`src/rtl/stack8_ctrl_if.sv`:
```
// Bus bundle for stack8_ctrl: the user push/pop port plus the RAM8 side.
// The slave modport is the controller's view.
interface stack8_ctrl_if #(
    parameter int WIDTH     = 16,
    parameter int ADDR_BITS = 3
);
    logic                 push;
    logic                 pop;
    logic [WIDTH-1:0]     data_in;
    logic [WIDTH-1:0]     data_out;
    logic                 valid_out;
    logic                 err;
    logic                 full;
    logic                 empty;
    logic [ADDR_BITS:0]   count;
    logic [WIDTH-1:0]     ram_in;
    logic                 ram_load;
    logic [ADDR_BITS-1:0] ram_address;
    logic [WIDTH-1:0]     ram_out;

    modport slave (
        input  push, pop, data_in, ram_out,
        output data_out, valid_out, err, full, empty, count,
               ram_in, ram_load, ram_address
    );

    modport master (
        output push, pop, data_in, ram_out,
        input  data_out, valid_out, err, full, empty, count,
               ram_in, ram_load, ram_address
    );
endinterface

```
`src/rtl/stack8_ctrl.sv`:
```
// LIFO controller over an external RAM8 (combinational read, synchronous write).
// The stack pointer is the only real state; flags and RAM controls derive from it.
module stack8_ctrl #(
    parameter int WIDTH     = 16,
    parameter int ADDR_BITS = 3
) (
    input  logic        clk,
    input  logic        reset,
    stack8_ctrl_if.slave bus
);
    localparam logic [ADDR_BITS:0] SP_MAX = (ADDR_BITS+1)'(1 << ADDR_BITS);
    localparam logic [ADDR_BITS:0] SP_ONE = (ADDR_BITS+1)'(1);

    logic [ADDR_BITS:0]   r_sp;
    logic [WIDTH-1:0]     r_data_out;
    logic                 r_valid;
    logic                 r_err;

    logic                 w_empty;
    logic                 w_full;
    logic [ADDR_BITS:0]   w_sp_dec;
    logic [ADDR_BITS:0]   w_sp_inc;
    logic [ADDR_BITS-1:0] w_addr;
    logic                 w_load;

    assign w_empty  = (r_sp == '0);
    assign w_full   = (r_sp == SP_MAX);
    assign w_sp_dec = r_sp - SP_ONE;
    assign w_sp_inc = r_sp + SP_ONE;

    // Push into a fresh slot addresses sp; everything else (pop, replace,
    // idle peek, rejected push) addresses the current top at sp-1.
    always_comb begin
        w_addr = w_sp_dec[ADDR_BITS-1:0];
        if (bus.push && (w_empty || (!bus.pop && !w_full)))
            w_addr = r_sp[ADDR_BITS-1:0];
    end

    // Reset gates the write enable combinationally so a push in flight never lands.
    assign w_load = !reset && bus.push && (bus.pop || !w_full);

    always_ff @(posedge clk or posedge reset) begin
        if (reset) begin
            r_sp       <= '0;
            r_data_out <= '0;
            r_valid    <= 1'b0;
            r_err      <= 1'b0;
        end else begin
            r_valid <= 1'b0;
            r_err   <= 1'b0;
            if (bus.push && bus.pop) begin
                if (w_empty) begin
                    r_sp  <= w_sp_inc;
                    r_err <= 1'b1;
                end else begin
                    r_data_out <= bus.ram_out;
                    r_valid    <= 1'b1;
                end
            end else if (bus.push) begin
                if (w_full) r_err <= 1'b1;
                else        r_sp  <= w_sp_inc;
            end else if (bus.pop) begin
                if (w_empty) begin
                    r_err <= 1'b1;
                end else begin
                    r_data_out <= bus.ram_out;
                    r_valid    <= 1'b1;
                    r_sp       <= w_sp_dec;
                end
            end
        end
    end

    assign bus.data_out    = r_data_out;
    assign bus.valid_out   = r_valid;
    assign bus.err         = r_err;
    assign bus.count       = r_sp;
    assign bus.empty       = w_empty;
    assign bus.full        = w_full;
    assign bus.ram_in      = bus.data_in;
    assign bus.ram_load    = w_load;
    assign bus.ram_address = w_addr;
endmodule

```
`src/flat_wrapper.sv`:
```
// flat-port wrapper written by rule: the top's interface ports become plain ports
module stack8_ctrl_flat 
#(
    parameter int WIDTH     = 16,
    parameter int ADDR_BITS = 3
)
  (clk, reset, bus_push, bus_pop, bus_data_in, bus_ram_out, bus_data_out, bus_valid_out, bus_err, bus_full, bus_empty, bus_count, bus_ram_in, bus_ram_load, bus_ram_address);
  stack8_ctrl_if #(.WIDTH(WIDTH), .ADDR_BITS(ADDR_BITS)) bus_i ();
  input  logic clk;
  input  logic reset;
  input wire logic [$bits(bus_i.push)-1:0] bus_push;
  input wire logic [$bits(bus_i.pop)-1:0] bus_pop;
  input wire logic [$bits(bus_i.data_in)-1:0] bus_data_in;
  input wire logic [$bits(bus_i.ram_out)-1:0] bus_ram_out;
  output wire logic [$bits(bus_i.data_out)-1:0] bus_data_out;
  output wire logic [$bits(bus_i.valid_out)-1:0] bus_valid_out;
  output wire logic [$bits(bus_i.err)-1:0] bus_err;
  output wire logic [$bits(bus_i.full)-1:0] bus_full;
  output wire logic [$bits(bus_i.empty)-1:0] bus_empty;
  output wire logic [$bits(bus_i.count)-1:0] bus_count;
  output wire logic [$bits(bus_i.ram_in)-1:0] bus_ram_in;
  output wire logic [$bits(bus_i.ram_load)-1:0] bus_ram_load;
  output wire logic [$bits(bus_i.ram_address)-1:0] bus_ram_address;
  assign bus_i.push = bus_push;
  assign bus_i.pop = bus_pop;
  assign bus_i.data_in = bus_data_in;
  assign bus_i.ram_out = bus_ram_out;
  assign bus_data_out = bus_i.data_out;
  assign bus_valid_out = bus_i.valid_out;
  assign bus_err = bus_i.err;
  assign bus_full = bus_i.full;
  assign bus_empty = bus_i.empty;
  assign bus_count = bus_i.count;
  assign bus_ram_in = bus_i.ram_in;
  assign bus_ram_load = bus_i.ram_load;
  assign bus_ram_address = bus_i.ram_address;
  stack8_ctrl #(.WIDTH(WIDTH), .ADDR_BITS(ADDR_BITS)) u_core (.clk(clk), .reset(reset), .bus(bus_i));
endmodule
```
`config.mk`:
```
export PLATFORM = sky130hd
export DESIGN_NAME = stack8_ctrl_flat
export DESIGN_NICKNAME = d
export VERILOG_FILES = /design/src/rtl/stack8_ctrl_if.sv /design/src/rtl/stack8_ctrl.sv /design/src/flat_wrapper.sv
export SDC_FILE = /design/constraint.sdc
export NUM_CORES = 1
export LEC_CHECK = 0
export CORE_MARGIN = 5
export CORE_UTILIZATION = 38
export DETAILED_ROUTE_END_ITERATION = 6
export MAX_ROUTING_LAYER = met4
export PLACE_DENSITY = 0.86
export SLEW_MARGIN = 20
export SYNTH_ARGS = -nofsm -noshare
export SYNTH_HDL_FRONTEND = slang
export SYNTH_SLANG_ARGS = --single-unit
```
`constraint.sdc`:
```
create_clock -name clk -period 2.85 [get_ports clk]
set_clock_uncertainty 0.05 [all_clocks]
set_input_delay 0.4275 -clock clk [delete_from_list [all_inputs] [get_ports clk]]
set_output_delay 0.4275 -clock clk [all_outputs]
set_load 0.02 [all_outputs]
```
# [After elaboration in Yosys (flattened, before gate mapping)]
# Index checks and enable logic that the tools add are counted.
[classes] add_sub_neg=2 n_bitwise=0 n_eq_ne=5 div=0 n_shift=0 n_lt_le_gt_ge=0 mux=20 multipliers=0 n_reduce_logical=15
[ops] operator="two-way mux 16 bit" count=4
[ops] operator="two-way mux 4 bit" count=6
[ops] operator="two-way mux 1 bit" count=9
[ops] operator="!= test 3 bit, second input constant" count=2
[ops] operator="logical AND 1 bit" count=5
[ops] operator="adder 4 x 1 -> 4 bit, second input constant" count=1
[ops] operator="== test 4 bit, second input constant" count=1
[ops] operator="zero test 4 bit" count=1
[ops] operator="!= test 2 x 1 -> 1 bit, second input constant" count=2
[ops] operator="AND reduction 4 bit" count=1
[ops] operator="subtractor 4 x 1 -> 4 bit, second input constant" count=1
[ops] operator="zero test 1 bit" count=3
[ops] operator="two-way mux 3 bit" count=1
[ops] operator="nonzero test 3 bit" count=1
[ops] operator="logical OR 1 bit" count=2
[ops] operator="AND reduction 2 bit" count=1
[ops] operator="nonzero test 2 bit" count=1
[totals] memories=0 ramBits=0 regBits=22 latchBits=0 out_inout_bits=44 romBits=0 in_bits=36 word_cells=46

# [Depth between registers and ports, before layout]
# Gate-level depths: netlist (run 1).
[logic_depth] word_depth=6 mapped_depth=7 depth_no_buf=6

# [Worst setup path before layout (run 1)]
# Ideal clock, no wire load.
[synth_path] path_type="register to output" startpoint="register u_core.r_sp[0], in the netlist u_core.bus.count[0]" endpoint="output bus_ram_address[2]" required_ns=2.372 setup_slack_ns=0.541 stages_incl_launch_ff=7 arrival_time_ns=1.831 path_buffers=0 cell_sequence="dfrtp_1 inv_1 ha_1 and2b_1 o211ai_1 nand2_1 xnor2_1"
[synth_between] elab_chain_len=6 word_cells_on_any_way=8 cone_classes="add/sub (1); eq/ne (1); mux (1); reduce/logical (5)"
[synth_lines] element="start: declaration" line_no="stack8_ctrl.sv:14" rtl="logic [ADDR_BITS:0] r_sp;"
[synth_lines] element="start signal: assignment" line_no="stack8_ctrl.sv:53" rtl="r_sp <= w_sp_inc;"
[synth_lines] element="start signal: assignment" line_no="stack8_ctrl.sv:61" rtl="else r_sp <= w_sp_inc;"
[synth_lines] element="start signal: assignment" line_no="stack8_ctrl.sv:68" rtl="r_sp <= w_sp_dec;"
[synth_lines] element="== test 4 bit" line_no="stack8_ctrl.sv:27" rtl="assign w_full = (r_sp == SP_MAX);"
[synth_lines] element="zero test 1 bit" line_no="stack8_ctrl.sv:35" rtl="if (bus.push && (w_empty || (!bus.pop && !w_full)))"
[synth_lines] element="logical AND 1 bit" line_no="stack8_ctrl.sv:35"
[synth_lines] element="logical OR 1 bit" line_no="stack8_ctrl.sv:35"
[synth_lines] element="logical AND 1 bit" line_no="stack8_ctrl.sv:35"
[synth_lines] element="two-way mux 3 bit *" line_no="stack8_ctrl.sv:35"
[synth_lines] element="end: declaration" line_no="flat_wrapper.sv:23" rtl="output wire logic [$bits(bus_i.ram_address)-1:0] bus_ram_address;"
# Mark *: on every way between the ends. The rest lies on a longest branch, timed or not.

# [Final worst setup path (run 1)]
[layout_path] startpoint="register u_core.r_sp[0], in the netlist u_core.bus.count[0]" endpoint="output bus_ram_address[1]"
# Same word-level chain as after synthesis.

==> results of run 1 <==
==> logic make-up (layout without fill, tap and decap cells) <==
logic type | count (synthesis) | count (layout) | share of synthesized area
buf+inv | 26 | 61 | 0.145
flops | 22 | 22 | 0.473
mux | 17 | 17 | 0.163
simple gates | 17 | 17 | 0.0774
compound gates | 9 | 9 | 0.0742
xor+xnor | 6 | 6 | 0.0452
fa+ha+maj | 2 | 2 | 0.0215
==> synthesized netlist by cell type (all sizes together) (2+ instances only) <==
cell type	instances	area [um^2]
xor2	3	26.3
a21oi	3	15.0
xnor2	3	26.3
dfrtp	22	551
buf	19	143
mux2	16	180
nor2	6	25.0
clkbuf	2	7.51
nand2	4	15.0
inv	5	18.8
ha	2	25.0
==> timing repair <==
action	CTS	global route
pin swaps	1	0
endpoints found under the setup margin	3	2
setup buffers	1	0
gates resized for setup	3	2
hold buffers	0	0
==> state kept, by name, indices dropped and copies added, names as in the netlist <==
name and cells:
u_core.bus.data_out 16, u_core.bus.count 4, u_core.bus.valid_out 1, u_core.bus.err 1
==> power groups by stage <==
| stage | logic [mW] | clock network, mW | registers (mW) |
|---|---|---|---|
| floorplan | 0.411 | 0 | 0.615 |
| global placement | 0.849 | 0 | 0.501 |
| detailed placement | 0.866 | 0 | 0.511 |
| CTS | 0.850 | 0.178 | 0.505 |
| global route | 0.898 | 0.186 | 0.524 |
| finish | 0.842 | 0.168 | 0.505 |
==> final cells by class <==
class                           count  area share
Timing Repair Buffer               52       0.316
Clock buffer                        4      0.0227
Inverter                            5      0.0117
Sequential cell                    22       0.345
Tap cell                           33      0.0258
Multi-Input combinational cell     51       0.278
==> metal layers <==
| layer | GRT usage | share of wire |
|---|---|---|
| met3 | 0.0393 | 0.081 |
| met4 | 0.0389 | 0.00082 |
| met5 | - | 0 |
| met1 | 0.136 | 0.39 |
| met2 | 0.205 | 0.52 |
==> worst paths after layout <==
path | from | end | slack, ps | depth (start not counted)
worst max-delay path | u_core.bus.count[0] | bus_ram_address[1] | 180 | 8
worst min-delay path | u_core.bus.data_out[13] | u_core.bus.data_out[13] | 450 | 1
worst max register to register | u_core.bus.count[0] | u_core.bus.data_out[9] | 920 | 7
worst min register to register | u_core.bus.data_out[13] | u_core.bus.data_out[13] | 450 | 1
max in group asynchronous | reset | u_core.bus.count[0] | 2030 | 3
min in group asynchronous | reset | u_core.bus.data_out[13] | 490 | 3
==> out/summary.txt, run 1 <==
Outcome: finished clean
Synthesis Warnings: 0
Combinational share of power: 0.556
Chip width: 65.3 um
Switching portion of total power: 0.398
Lkg Pwr: 0.685 nW
Fmax: 0.375 GHz
Hold_ws: 448 ps
Crit path max-delay cell type: dfrtp_2
Routed wire length: 2.44 mm
Internal: 0.912 mW
Antenna cells: 0
Unrepaired setup endpoints after global routing: no
Area Overhead vs Synth: 37.3%
Post-synthesis sequential area ratio: 0.473
Via count: 822
Share of post-route cells with drive strength above 1: 0.104
CTS sink count: 22
Fin crit period: 2670 ps
Inst Count DP: 162
CP arrival: 2190 ps
Non-Filler Instances: 167
Antenna-violating nets left: 0
Max Cap Violations: 0
Initial DRC Count: 9
First-pass GRT wire length: 4.00 mm
Fillers: 291
Rows: 20
Syn Area/Cell: 11.8 um^2
Most frequent cells in the layout: clkdlybuf4s50_1, dfrtp_1, mux2_1, nor2_1, buf_4
Critical path class: reg -> out
Area post-placement: 1560 um^2
Initial antenna violation count: 0
Ports: 80
Worst Path Buf+Inv: 3
Part of the power in registers: 0.333
Peak VDD IR: 576 uV
CTS root buffer: clkbuf_4
Pre-antenna DRT Iters: 4
Routability cong.: 0.723
Worst Setup Start Kind: flip-flop
Dominant synthesized flop cell: dfrtp_1
Area occupied by registers: 552 um^2
Final WS setup: 180 ps
Floorplan core area: 3000 um^2
Syn nets: 137
Setup TNS: 0 ps
Ys async rst share: 1.00
Grt ovf: 0
Tot GR Track Use: 0.121
TritonCTS clock tree: yes
Total power: 1.51 mW
Number of global-route vias before repair: 876
Die H: 65.3 um
Final HPWL DP: 1.91 mm
Worst-margin pin slew: 384 ps
Slew Limit Fails: 0
CTS HTree Levels: 1
Critical path peak fanout: 6
Critical path cell sequence: inv_1 -> ha_1 -> and2b_1 -> o211ai_1 -> buf_4 -> nor2_1 -> a21oi_1 -> dlygate4sd2_1
Final nets: 173
Clock latency on the worst-skew pair: 300 ps
DR DRC count: 0
Clock power share: 0.111
Psw: 0.602 mW
Final period util: 0.937
Max clock buf depth: 2
Design area: 1600 um^2
Final hold vios: 0
Most common cell after layout, fill and taps aside: clkdlybuf4s50_1
Port buffer count: 47
Yosys reg bits: 22
Num CTS Buffers: 3
Post-Synthesis Cells: 99
CP top delay family: buffers and inverters
Clock transition at the registers of the reported paths: 120 ps
Final setup vio count: 0
Multi-input logic area: 444 um^2
Post-synthesis instance area: 1160 um^2
Die area: 4270 um^2
Wire length per cell: 14.6 um
Vias per std cell: 4.92
Cell variety after synth: 29
Slew HR: 0.742
Min-Delay Path Class: reg -> reg
CP max stage delay: 430 ps
Req. time, crit path: 2370 ps
CP endpoint kind: output pin
Initial Utilization: 0.387
Dpl ws: 180 ps
Layout Utilization: 0.532
Post-synth EDFFs: 0
Pwr/cell area: 948 nW/um^2
Largest net degree at the start of global routing: 23
Power figures use the tool's default switching activity.
==> inputs of run 2 (changes only) <==
CAP_MARGIN = 20   (was default)
MAX_ROUTING_LAYER = default   (was met4)
==> out/summary.txt, run 2 (synthesis results as in run 1) <==
Total power: 1.51 mW
Critical path peak fanout: 6
Hold-fix buffers, CTS: 0
CTS HTree Levels: 1
Num CTS Buffers: 3
Peak VDD IR: 576 uV
Critical path class: reg -> out
Clock transition at the registers of the reported paths: 120 ps
Floorplan core area: 3000 um^2
Max reg flops: 16
Die H: 65.3 um
Clock latency on the worst-skew pair: 300 ps
TritonCTS clock tree: yes
GR peak layer: met2
Global Route met2 Usage: 0.205
Initial antenna violation count: 0
Initial Utilization: 0.387
Final setup vio count: 0
Part of the power in registers: 0.333
Hold path cells: 1
Switching portion of total power: 0.398
Pwr/cell area: 948 nW/um^2
Worst Setup Start Kind: flip-flop
Rows: 20
Met3 usage: 0.0410
Fmax: 0.375 GHz
Final hold vios: 0
Outcome: finished clean
Setup TNS: 0 ps
Most common cell after layout, fill and taps aside: clkdlybuf4s50_1
Fin crit period: 2670 ps
Internal: 0.912 mW
CP arrival: 2190 ps
Area Overhead vs Synth: 37.3%
Number of global-route vias before repair: 880
Wire length per cell: 14.6 um
Largest net degree at the start of global routing: 23
Final period util: 0.936
Routed wire length: 2.45 mm
CP endpoint kind: output pin
Hold Crit Start: u_core.bus.data_out[13]
Grt ovf: 0
Share of post-route cells with drive strength above 1: 0.104
Fillers: 291
Hold Path End: u_core.bus.data_out[13]
Min-Delay Path Class: reg -> reg
Worst reg-to-reg setup slack: 930 ps
CTS root buffer: clkbuf_4
Routability cong.: 0.714
Antenna cells: 0
Via count: 826
Reg-to-reg endpoint: u_core.bus.data_out[9]
Clock power share: 0.111
DR DRC count: 0
Final nets: 173
Slew HR: 0.742
Reg-to-reg startpoint: u_core.bus.count[0]
Final HPWL DP: 1.91 mm
Antenna-violating nets left: 0
Worst-margin pin slew: 384 ps
Combinational share of power: 0.556
Met1 Track Usage GR: 0.135
Max Cap Violations: 0
Layout Utilization: 0.532
Unrepaired setup endpoints after global routing: no
Vias per std cell: 4.95
First-pass GRT wire length: 4.00 mm
R2R depth: 7
Max clock buf depth: 2
Chip width: 65.3 um
Slew Limit Fails: 0
Req. time, crit path: 2370 ps
Tot GR Track Use: 0.118
Psw: 0.603 mW
CTS sink count: 22
Port buffer count: 47
Die area: 4270 um^2
Hold_ws: 448 ps
Most frequent cells in the layout: clkdlybuf4s50_1, dfrtp_1, mux2_1, nor2_1, buf_4
Initial DRC Count: 14
Lkg Pwr: 0.685 nW
Ports: 80
Pre-antenna DRT Iters: 3
==> run 2: cell counts in the layout (fill, tap and decap cells not counted) <==
No cell type changed its count.
==> run 2: area by class of cell <==
cell class / instances / area, um^2 / area share
repair buffers: 52 / 505 / 0.316
well taps: 33 / 41.3 / 0.0258
clock buffers: 4 / 36.3 / 0.0227
flip-flops and latches: 22 / 552 / 0.345
inverters: 5 / 18.8 / 0.0117
multi-input cells: 51 / 444 / 0.278
==> run 2: power groups by stage <==
stage          registers [mW]  clock network (mW)  logic, mW
6_report                0.505               0.169      0.842
2_1_floorplan           0.615                   0      0.411
4_1_cts                 0.505               0.178      0.850
3_3_place_gp            0.501                   0      0.849
5_1_grt                 0.524               0.186      0.898
3_5_place_dp            0.511                   0      0.866
==> run 2: timing repair <==
item                                    in CTS  in global routing
pin swaps                                    1                  0
buffers inserted                             1                  0
endpoints found under the hold margin        0                  0
endpoints found under the setup margin       3                  2
resized for setup                            3                  2
cloned                                       0                  0
==> run 2: worst max-delay path by stage <==
stage / to / cells past startpoint / from
floorplan: bus_ram_address[2] / 6 / u_core.bus.count[0]
global placement: bus_ram_address[2] / 6 / bus_pop
detailed placement: bus_ram_address[2] / 7 / u_core.bus.count[0]
CTS: bus_ram_address[1] / 8 / u_core.bus.count[0]
global route: bus_ram_address[1] / 8 / u_core.bus.count[1]
finish: bus_ram_address[1] / 8 / u_core.bus.count[0]
==> run 2: stage by stage <==
stage	instance area (um^2)	setup slack, ps	cells
2_1_floorplan	1160	541	99
3_3_place_gp	1560	213	162
3_5_place_dp	1560	180	162
4_1_cts	1600	133	167
5_1_grt	1600	11.4	167
6_report	1600	182	167
==> run 2: per-layer routing <==
metal	vias to the layer above	part of all wire	wire, um
met2	35	0.52	1280
met5	-	0	0
met4	0	0.00082	2
met1	401	0.39	959
li1	388	-	-
met3	2	0.084	206
==> run 2: critical path, cell delays in order (launching register included) <==
cell           delay, ps
dfrtp_2              430
inv_1                 90
ha_1                 280
and2b_1              210
o211ai_1             230
buf_4                170
nor2_1                40
a21oi_1              110
dlygate4sd2_1        350
==> inputs of run 3 (changes only) <==
SETUP_SLACK_MARGIN = 0.4   (was default)
==> out/summary.txt, run 3 (synthesis results as in run 1) <==
Initial Utilization: 0.387
Hold Crit Start: u_core.bus.data_out[13]
Num CTS Buffers: 3
Die area: 4270 um^2
Most common cell after layout, fill and taps aside: clkdlybuf4s50_1
Slew Limit Fails: 0
Pre-antenna DRT Iters: 4
First-pass GRT wire length: 4.11 mm
Initial antenna violation count: 0
Final setup vio count: 0
Pwr/cell area: 960 nW/um^2
Clock transition at the registers of the reported paths: 120 ps
Internal: 0.933 mW
Setup TNS: 0 ps
Design area: 1610 um^2
CTS HTree Levels: 1
Reg-to-reg endpoint: u_core.bus.data_out[9]
Die H: 65.3 um
Fmax: 0.431 GHz
Largest net degree at the start of global routing: 23
Peak VDD IR: 622 uV
TritonCTS clock tree: yes
Area Overhead vs Synth: 38.7%
Final period util: 0.814
Port buffer count: 47
Chip width: 65.3 um
Clock power share: 0.109
Max reg flops: 16
DR DRC count: 0
Part of the power in registers: 0.316
CP max stage delay: 380 ps
Worst reg-to-reg setup slack: 1080 ps
Antenna cells: 0
Combinational share of power: 0.575
Critical path cell sequence: inv_1 -> ha_4 -> and2b_1 -> o211ai_1 -> buf_4 -> nor2_1 -> a21oi_1 -> buf_2
Critical path class: reg -> out
Outcome: finished clean
Crit path max-delay cell type: dfrtp_1
Min-Delay Path Class: reg -> reg
Floorplan core area: 3000 um^2
Unrepaired setup endpoints after global routing: no
Psw: 0.616 mW
Clock latency on the worst-skew pair: 300 ps
CTS sink count: 22
Share of post-route cells with drive strength above 1: 0.140
Final hold vios: 0
Critical path peak fanout: 6
Wire length per cell: 14.7 um
Fillers: 287
Final WS setup: 531 ps
Hold Path End: u_core.bus.data_out[13]
Routed wire length: 2.48 mm
Switching portion of total power: 0.398
Max clock buf depth: 2
CP arrival: 1840 ps
Multi-input logic area: 457 um^2
Max Cap Violations: 0
Area post-placement: 1560 um^2
Vias per std cell: 4.91
R2R depth: 7
Most frequent cells in the layout: clkdlybuf4s50_1, dfrtp_1, mux2_1, buf_4, nor2_1
Initial DRC Count: 7
Worst-margin pin slew: 394 ps
Reg-to-reg startpoint: u_core.bus.count[0]
CP top delay family: buffers and inverters
Routability cong.: 0.714
Worst Setup Start Kind: flip-flop
Lkg Pwr: 0.717 nW
CTS root buffer: clkbuf_4
Hold path cells: 1
Final HPWL DP: 1.91 mm
Area occupied by registers: 551 um^2
Dpl ws: 180 ps
Fin crit period: 2320 ps
Final nets: 175
Number of global-route vias before repair: 896
Slew HR: 0.736
Grt ovf: 0
Hold-fix buffers, CTS: 0
Antenna-violating nets left: 0
CP endpoint kind: output pin
Ports: 80
Via count: 829
Req. time, crit path: 2370 ps
Tot GR Track Use: 0.122
Worst Path Buf+Inv: 3
Rows: 20
==> run 3: changes by cell type in the layout (fill, tap and decap cells not counted), sizes merged <==
cell / previous run / this run
buf: 5 / 9
clkbuf: 4 / 5
clkdlybuf4s15: 1 / 0
clkdlybuf4s50: 44 / 41
dlymetal6s2s: 0 / 1
==> run 3: worst max-delay path by stage <==
| stage | from | endpoint | slack [ps] | cells past startpoint |
|---|---|---|---|---|
| 3_3_place_gp | bus_pop | bus_ram_address[2] | 210 | 6 |
| 4_1_cts | u_core.bus.count[0] | bus_ram_address[2] | 380 | 7 |
| 6_report | u_core.bus.count[0] | bus_ram_address[1] | 530 | 8 |
| 3_5_place_dp | u_core.bus.count[0] | bus_ram_address[2] | 180 | 7 |
| 2_1_floorplan | u_core.bus.count[0] | bus_ram_address[2] | 540 | 6 |
| 5_1_grt | u_core.bus.count[0] | bus_ram_address[0] | 410 | 7 |
==> run 3: worst register-to-register path, delay by kind of cell, from the launching register on <==
| kind | cells | cell delay (ps) |
|---|---|---|
| simple gates | 3 | 320 |
| fa+ha+maj | 1 | 190 |
| flops | 1 | 410 |
| mux | 1 | 330 |
| buf+inv | 2 | 350 |
==> run 3: cell type report <==
class | count | share of cell area
Clock buffer | 4 | 0.0225
Inverter | 5 | 0.0116
Multi-Input combinational cell | 51 | 0.283
Sequential cell | 22 | 0.341
Tap cell | 33 | 0.0256
Timing Repair Buffer | 54 | 0.316
==> run 3: stage by stage <==
stage	utilization	hold slack [ps]	total power [mW]	std cells
after global placement	0.518	416	1.35	162
final	0.538	448	1.55	169
after global routing	0.538	468	1.65	169
after floorplan	-	375	1.03	99
after detailed placement	0.518	425	1.38	162
after CTS	0.534	455	1.55	169
==> run 3: routing by layer <==
| metal | vias to the layer above | global-route usage | share of wire |
|---|---|---|---|
| met3 | 2 | 0.0410 | 0.078 |
| met4 | 0 | 0.0389 | 0.00081 |
| met1 | 401 | 0.141 | 0.40 |
| li1 | 393 | - | - |
| met2 | 33 | 0.210 | 0.52 |
| met5 | - | 0 | 0 |
==> run 3: repair_timing <==
item / CTS / global route
pin swaps: 1 / 1
gates resized for setup: 13 / 5
endpoints found under the hold margin: 0 / 0
buffers inserted: 3 / 0
endpoints found under the setup margin: 6 / 4
==> run 3: power groups by stage <==
stage	clock, mW	combinational [mW]	sequential [mW]
3_5_place_dp	0	0.866	0.511
3_3_place_gp	0	0.849	0.501
6_report	0.169	0.891	0.489
4_1_cts	0.178	0.880	0.490
2_1_floorplan	0	0.411	0.615
5_1_grt	0.186	0.953	0.508
